===== src/rtl/board_access_arbiter.sv =====
// Round-robin arbiter sharing the single-port board RAM between N requesters, with freeze/drain handshake.
// Optional bounds checking of (row, col) is enabled by defining BOARD_ARB_BOUNDS_CHECK_EN.

module board_addr_calc #(
    parameter int COLS = 28
) (
    input  logic [5:0] row,
    input  logic [4:0] col,
    output logic [9:0] addr
);
    // 10-bit arithmetic wraps naturally, giving the modulo-1024 address
    assign addr = 10'(row) * 10'(COLS) + 10'(col);
endmodule

module board_access_arbiter #(
    parameter int N_REQ = 3,
    parameter int COLS  = 28,
    parameter int ROWS  = 36
) (
    input  logic               i_clk,
    input  logic               i_rst_n,
    input  logic [N_REQ-1:0]   i_req,
    input  logic [N_REQ-1:0]   i_we,
    input  logic [6*N_REQ-1:0] i_row,
    input  logic [5*N_REQ-1:0] i_col,
    input  logic [8*N_REQ-1:0] i_wdata,
    output logic [N_REQ-1:0]   o_gnt,
    output logic [N_REQ-1:0]   o_rvalid,
    output logic [7:0]         o_rdata,
    output logic               o_err,
    output logic [9:0]         o_ram_addr,
    output logic [7:0]         o_ram_data,
    output logic               o_ram_wren,
    input  logic [7:0]         i_ram_q,
    input  logic               i_freeze,
    output logic               o_frozen
);
    localparam int IDX_W = (N_REQ > 1) ? $clog2(N_REQ) : 1;

    typedef enum logic [1:0] {S_RUN, S_DRAIN, S_FROZEN} state_t;

    state_t                  state;
    logic [IDX_W-1:0]        last_gnt;
    logic [IDX_W-1:0]        cand;
    logic [IDX_W-1:0]        win;
    logic [N_REQ-1:0]        gnt;
    logic                    allow;
    logic [N_REQ-1:0][9:0]   req_addr;
    logic [9:0]              sel_addr;
    logic [7:0]              sel_data;
    logic                    sel_we;
    logic                    sel_oob;
    // Requester one-hot ID per read stage: [0] = RAM sampling, [1] = data return
    logic [1:0][N_REQ-1:0]   rd_pipe;

    for (genvar k = 0; k < N_REQ; k++) begin : g_addr
        board_addr_calc #(.COLS(COLS)) u_addr (
            .row  (i_row[6*k +: 6]),
            .col  (i_col[5*k +: 5]),
            .addr (req_addr[k])
        );
    end

`ifdef BOARD_ARB_BOUNDS_CHECK_EN
    logic [N_REQ-1:0] req_oob;
    logic [1:0]       oob_pipe;
    for (genvar k = 0; k < N_REQ; k++) begin : g_oob
        assign req_oob[k] = (int'(i_row[6*k +: 6]) >= ROWS) || (int'(i_col[5*k +: 5]) >= COLS);
    end
    assign o_err = |(gnt & req_oob);
`else
    assign sel_oob = 1'b0;
    assign o_err   = 1'b0;
`endif

    // Reset gates grants combinationally so every output is 0 while reset is held
    assign allow = i_rst_n && (state == S_RUN) && !i_freeze;

    always_comb begin
        gnt  = '0;
        win  = last_gnt;
        cand = last_gnt;
        for (int i = 0; i < N_REQ; i++) begin
            cand = (cand == IDX_W'(N_REQ-1)) ? '0 : cand + IDX_W'(1);
            if (allow && gnt == '0 && i_req[cand]) begin
                gnt[cand] = 1'b1;
                win       = cand;
            end
        end
    end

    always_comb begin
        sel_addr = '0;
        sel_data = '0;
        sel_we   = 1'b0;
`ifdef BOARD_ARB_BOUNDS_CHECK_EN
        sel_oob  = 1'b0;
`endif
        for (int k = 0; k < N_REQ; k++) begin
            if (gnt[k]) begin
                sel_addr = req_addr[k];
                sel_data = i_wdata[8*k +: 8];
                sel_we   = i_we[k];
`ifdef BOARD_ARB_BOUNDS_CHECK_EN
                sel_oob  = req_oob[k];
`endif
            end
        end
    end

    assign o_gnt    = gnt;
    assign o_rvalid = rd_pipe[1];

`ifdef BOARD_ARB_BOUNDS_CHECK_EN
    assign o_rdata = (|o_rvalid) ? (oob_pipe[1] ? 8'hFF : i_ram_q) : 8'h00;
`else
    assign o_rdata = (|o_rvalid) ? i_ram_q : 8'h00;
`endif

    always_ff @(posedge i_clk or negedge i_rst_n) begin
        if (!i_rst_n) begin
            o_ram_addr <= '0;
            o_ram_data <= '0;
            o_ram_wren <= 1'b0;
            rd_pipe    <= '0;
            last_gnt   <= IDX_W'(N_REQ-1);
`ifdef BOARD_ARB_BOUNDS_CHECK_EN
            oob_pipe   <= '0;
`endif
        end else begin
            o_ram_wren <= 1'b0;
            if (|gnt) begin
                o_ram_addr <= sel_addr;
                o_ram_data <= sel_data;
                o_ram_wren <= sel_we & ~sel_oob;
                last_gnt   <= win;
            end
            rd_pipe <= {rd_pipe[0], (sel_we ? {N_REQ{1'b0}} : gnt)};
`ifdef BOARD_ARB_BOUNDS_CHECK_EN
            oob_pipe <= {oob_pipe[0], sel_oob};
`endif
        end
    end

    // Freeze FSM: drain in-flight accesses before handing the RAM to the reload sequencer
    always_ff @(posedge i_clk or negedge i_rst_n) begin
        if (!i_rst_n) begin
            state    <= S_RUN;
            o_frozen <= 1'b0;
        end else begin
            case (state)
                S_RUN: begin
                    if (i_freeze) state <= S_DRAIN;
                end
                S_DRAIN: begin
                    if (!i_freeze) begin
                        state <= S_RUN;
                    end else if (!o_ram_wren && rd_pipe == '0) begin
                        state    <= S_FROZEN;
                        o_frozen <= 1'b1;
                    end
                end
                S_FROZEN: begin
                    if (!i_freeze) begin
                        state    <= S_RUN;
                        o_frozen <= 1'b0;
                    end
                end
                default: begin
                    state    <= S_RUN;
                    o_frozen <= 1'b0;
                end
            endcase
        end
    end
endmodule


===== config.mk =====
export PLATFORM = sky130hd
export DESIGN_NAME = board_access_arbiter
export DESIGN_NICKNAME = d
export VERILOG_FILES = /design/src/rtl/board_access_arbiter.sv
export SDC_FILE = /design/constraint.sdc
export NUM_CORES = 1
export LEC_CHECK = 0
export ABC_CLOCK_PERIOD_IN_PS = 3200
export CAP_MARGIN = 20
export CORE_MARGIN = 5
export CORE_UTILIZATION = 42
export CTS_CLUSTER_SIZE = 40
export DETAILED_ROUTE_END_ITERATION = 8
export PLACE_DENSITY_LB_ADDON = 0.15
export SLEW_MARGIN = 20
export SYNTH_ARGS = -nofsm -noshare
export SYNTH_HDL_FRONTEND = slang
export SYNTH_SLANG_ARGS = --single-unit

===== constraint.sdc =====
create_clock -name i_clk -period 3.2 [get_ports i_clk]
set_input_delay 0.96 -clock i_clk [delete_from_list [all_inputs] [get_ports i_clk]]
set_output_delay 0.96 -clock i_clk [all_outputs]
set_load 0.02 [all_outputs]

==> impl_metrics.py <==
metrics = {
    "setup_path": {
        "rr_worst_depth": 7,
        "rrSetupSlack_ns": 1.46,
        "r2r_start": "state[1]",
        "crit_arrival_ns": 2.16,
        "crit_fanout": 1,
        "r2r-end": "o_ram_addr[3]",
        "endpoint_kind": "output pin",
        "path_class": "input pin to output pin",
        "worst_setup_path_start_kind": "input pin",
        "cp.required_ns": 2.24,
    },
    "cts": {
        "clkTransAtPathRegs_ns": 0.06,
        "clk_path_buf_depth": 2,
        "clock_latency_ns": 0.27,
        "htree_levels": 2,
        "cts_buffers": 5,
        "cts_root_buf": "clkbuf_8",
        "cts_tree": "done",
        "hold_buffers": 0,
        "cts_sinks": 30,
    },
    "timing": {
        "fin_skew_ns": 0.00504,
        "fin_crit_sh_pct": 97.5,
        "setup_ws_ns": 0.0789,
        "min_period_ns": 3.12,
        "holdWs_ns": 0.377,
        "finalHoldViolCount": 0,
        "max_slew_margin_pct": 66.3,
        "tightest_slew_ns": 0.503,
        "setup_viol": 0,
        "fmax_mhz": 320,
        "drv_slew": 0,
        "rsz0062_at_grt": "yes",
    },
    "min_path": {
        "whs_path_depth": 0,
        "hold_class": "register to register",
        "hp-start": "rd_pipe[1]",
        "min_to": "o_rvalid[1]",
    },
    "layout": {
        "drive_gt1_share_pct": 27.6,
        "nFillCells": 544,
        "multi_input_area_um2": 2150,
        "final-seq-area_um2": 752,
        "n_antenna_cell": 0,
        "area_growth_syn_to_layout_pct": 62.3,
        "nNetsFinal": 573,
    },
    "synthesis": {
        "synth_area_leaders": "dfrtp_1 25%, fa_1 15%, ha_1 13%, a22oi_1 6.5%, xor2_1 4.6%",
        "yosysTopAreaCell": "dfrtp_1",
        "syn-num-nets": 407,
        "netlist_instances": 282,
        "ys_warn_count": 0,
        "yosysMostFrequentCell": "ha_1",
        "syn_avg_cell_area_um2": 10.2,
        "ys_ff_latch": 30,
        "seq_area_frac_synth_pct": 26.1,
        "synth_edf_count": 0,
        "async_flop_share_pct": 100,
        "synthDistinctLibCells": 52,
        "synth_top_area_share_pct": 25.2,
        "synthFlopType": "dfrtp_1",
        "synthTopCellsByCount": "30 x ha_1, 29 x dfrtp_1, 25 x a22oi_1, 21 x fa_1",
        "synth_area_um2": 2880,
    },
    "power_and_ir_drop": {
        "ir_drop_mv": 0.293,
        "p_total_mw": 2.43,
        "p_leak_nw": 2.18,
        "cellPowerDensity_nw_per_um2": 520,
    },
    "place": {
        "gp_congestion": 0.790,
        "dp_hpwl_um": 6550,
        "preCtsSetupSlack_ns": -0.669,
        "io_buffers": 107,
    },
    "route": {
        "vias_per_cell": 5.08,
        "final_antenna_net_count": 0,
        "drc": 0,
        "drt_wl_total_um": 8070,
        "vias": 2686,
        "drtIter0Drc": 78,
        "wl_per_cell_um": 15.3,
        "first_pass_iters": 4,
    },
    "floorplanning": {
        "num_rows": 30,
        "die_area_um2": 8620,
        "io_pins": 109,
        "start_util_pct": 42.9,
        "fp.dieH_um": 92.8,
        "die_w_um": 92.8,
        "core_area_um2": 6720,
    },
    "global_route": {
        "antenna_found_initial": 0,
        "grt_pass1_vias": 2853,
        "grt_usage_pct": 18.8,
        "grt-busiest-layer": "met2",
        "grt_pass1_wl_um": 13000,
        "grt_start_max_net_pins": 31,
        "met3_usage_pct": 4.63,
        "grt_use_met2_pct": 35.5,
        "grt_overflow": 0,
        "gr-usage-met1_pct": 21.0,
    },
    "status": {
        "status": "completed",
    },
    "job": {
        "cap_violations": 0,
    },
}
[metrics by stage]
step	TNS, ns	instances	area, µm²	util (%)
after floorplan	0	282	2890	-
after global placement	-3.74	516	4410	65.6
after detailed placement	-4.07	516	4410	65.6
after CTS	0	527	4610	68.6
after global routing	-0.0300	529	4680	69.6
final	0	529	4680	69.6
[sequential cells by signal, summed over array words and instances (netlist names)]
signal	count
last_gnt	2
state	2
o_ram_wren	1
o_ram_data	8
rd_pipe	3
o_rvalid	3
o_frozen	1
o_ram_addr	10
[cell type report]
type	count	area share, %
clock buffers	7	1.85
clock inverters	1	0.107
inverters	24	1.98
multi-input cells	219	45.9
flip-flops and latches	30	16.1
well taps	80	2.14
repair buffers	168	31.9
[metal layers]
metal  wire, µm  part of all wire [%]
met4         48                  0.59
met1       3280                    41
met5          0                     0
met2       4160                    52
met3        584                   7.2
[cell usage in the layout (no fill, tap or decap), types with 3 or more instances in the layout]
| cell | instances |
|---|---|
| dfrtp_1 | 29 |
| nor2b_1 | 11 |
| xor2_2 | 3 |
| clkdlybuf4s50_1 | 88 |
| inv_1 | 19 |
| ha_2 | 3 |
| ha_1 | 22 |
| nand2_1 | 18 |
| a21oi_2 | 5 |
| nor3_1 | 3 |
| clkinv_2 | 3 |
| a22oi_1 | 25 |
| nor2_1 | 17 |
| nor2_2 | 4 |
| dlygate4sd2_1 | 3 |
| o21bai_1 | 3 |
| buf_4 | 61 |
| buf_2 | 6 |
| clkbuf_8 | 6 |
| a21oi_1 | 10 |
| clkbuf_2 | 3 |
| a21o_1 | 7 |
| dlymetal6s2s_1 | 4 |
| xor2_1 | 12 |
| xnor2_1 | 7 |
| fa_2 | 4 |
| ha_4 | 5 |
| fa_1 | 17 |
| nand3_1 | 4 |
[where the power goes]
part | switching (mW) | internal [mW] | total (mW) | leakage [nW]
logic | 0.711 | 0.795 | 1.51 | 1.75
clock network | 0.135 | 0.173 | 0.308 | 0.0482
registers | 0.0920 | 0.526 | 0.618 | 0.381
total | 0.938 | 1.49 | 2.43 | 2.18
[how the worst max path moves through the flow]
| stage | endpoint | start |
|---|---|---|
| 2_1_floorplan | o_ram_addr[8] | i_row[0] |
| 3_3_place_gp | o_ram_addr[8] | i_row[1] |
| 3_5_place_dp | o_ram_addr[8] | i_row[1] |
| 4_1_cts | o_ram_addr[8] | i_row[0] |
| 5_1_grt | o_ram_addr[8] | i_row[2] |
| 6_report | o_rdata[4] | i_ram_q[4] |
[worst max-delay path: stages]
cell and delay (ns):
clkdlybuf4s50_1 0.46, nor2b_1 0.13, clkdlybuf4s50_1 0.61
[what timing repair did]
action / 4_1_cts / 5_1_grt
buffers inserted: 3 / 2
pin swaps: 30 / 25
endpoints found under the setup margin: 7 / 6
resized for setup: 61 / 22
[logic make-up after synthesis]
kind of cell	share of synthesized area, %
AOI/OAI and AO/OA	19.9
and+or+nand+nor	11.3
adders and majority gates	27.6
buffers and inverters	5.64
DFF	26.1
xor gates and xnor gates	8.95
other	0.130
muxes	0.347
Power figures use the tool's default switching activity.
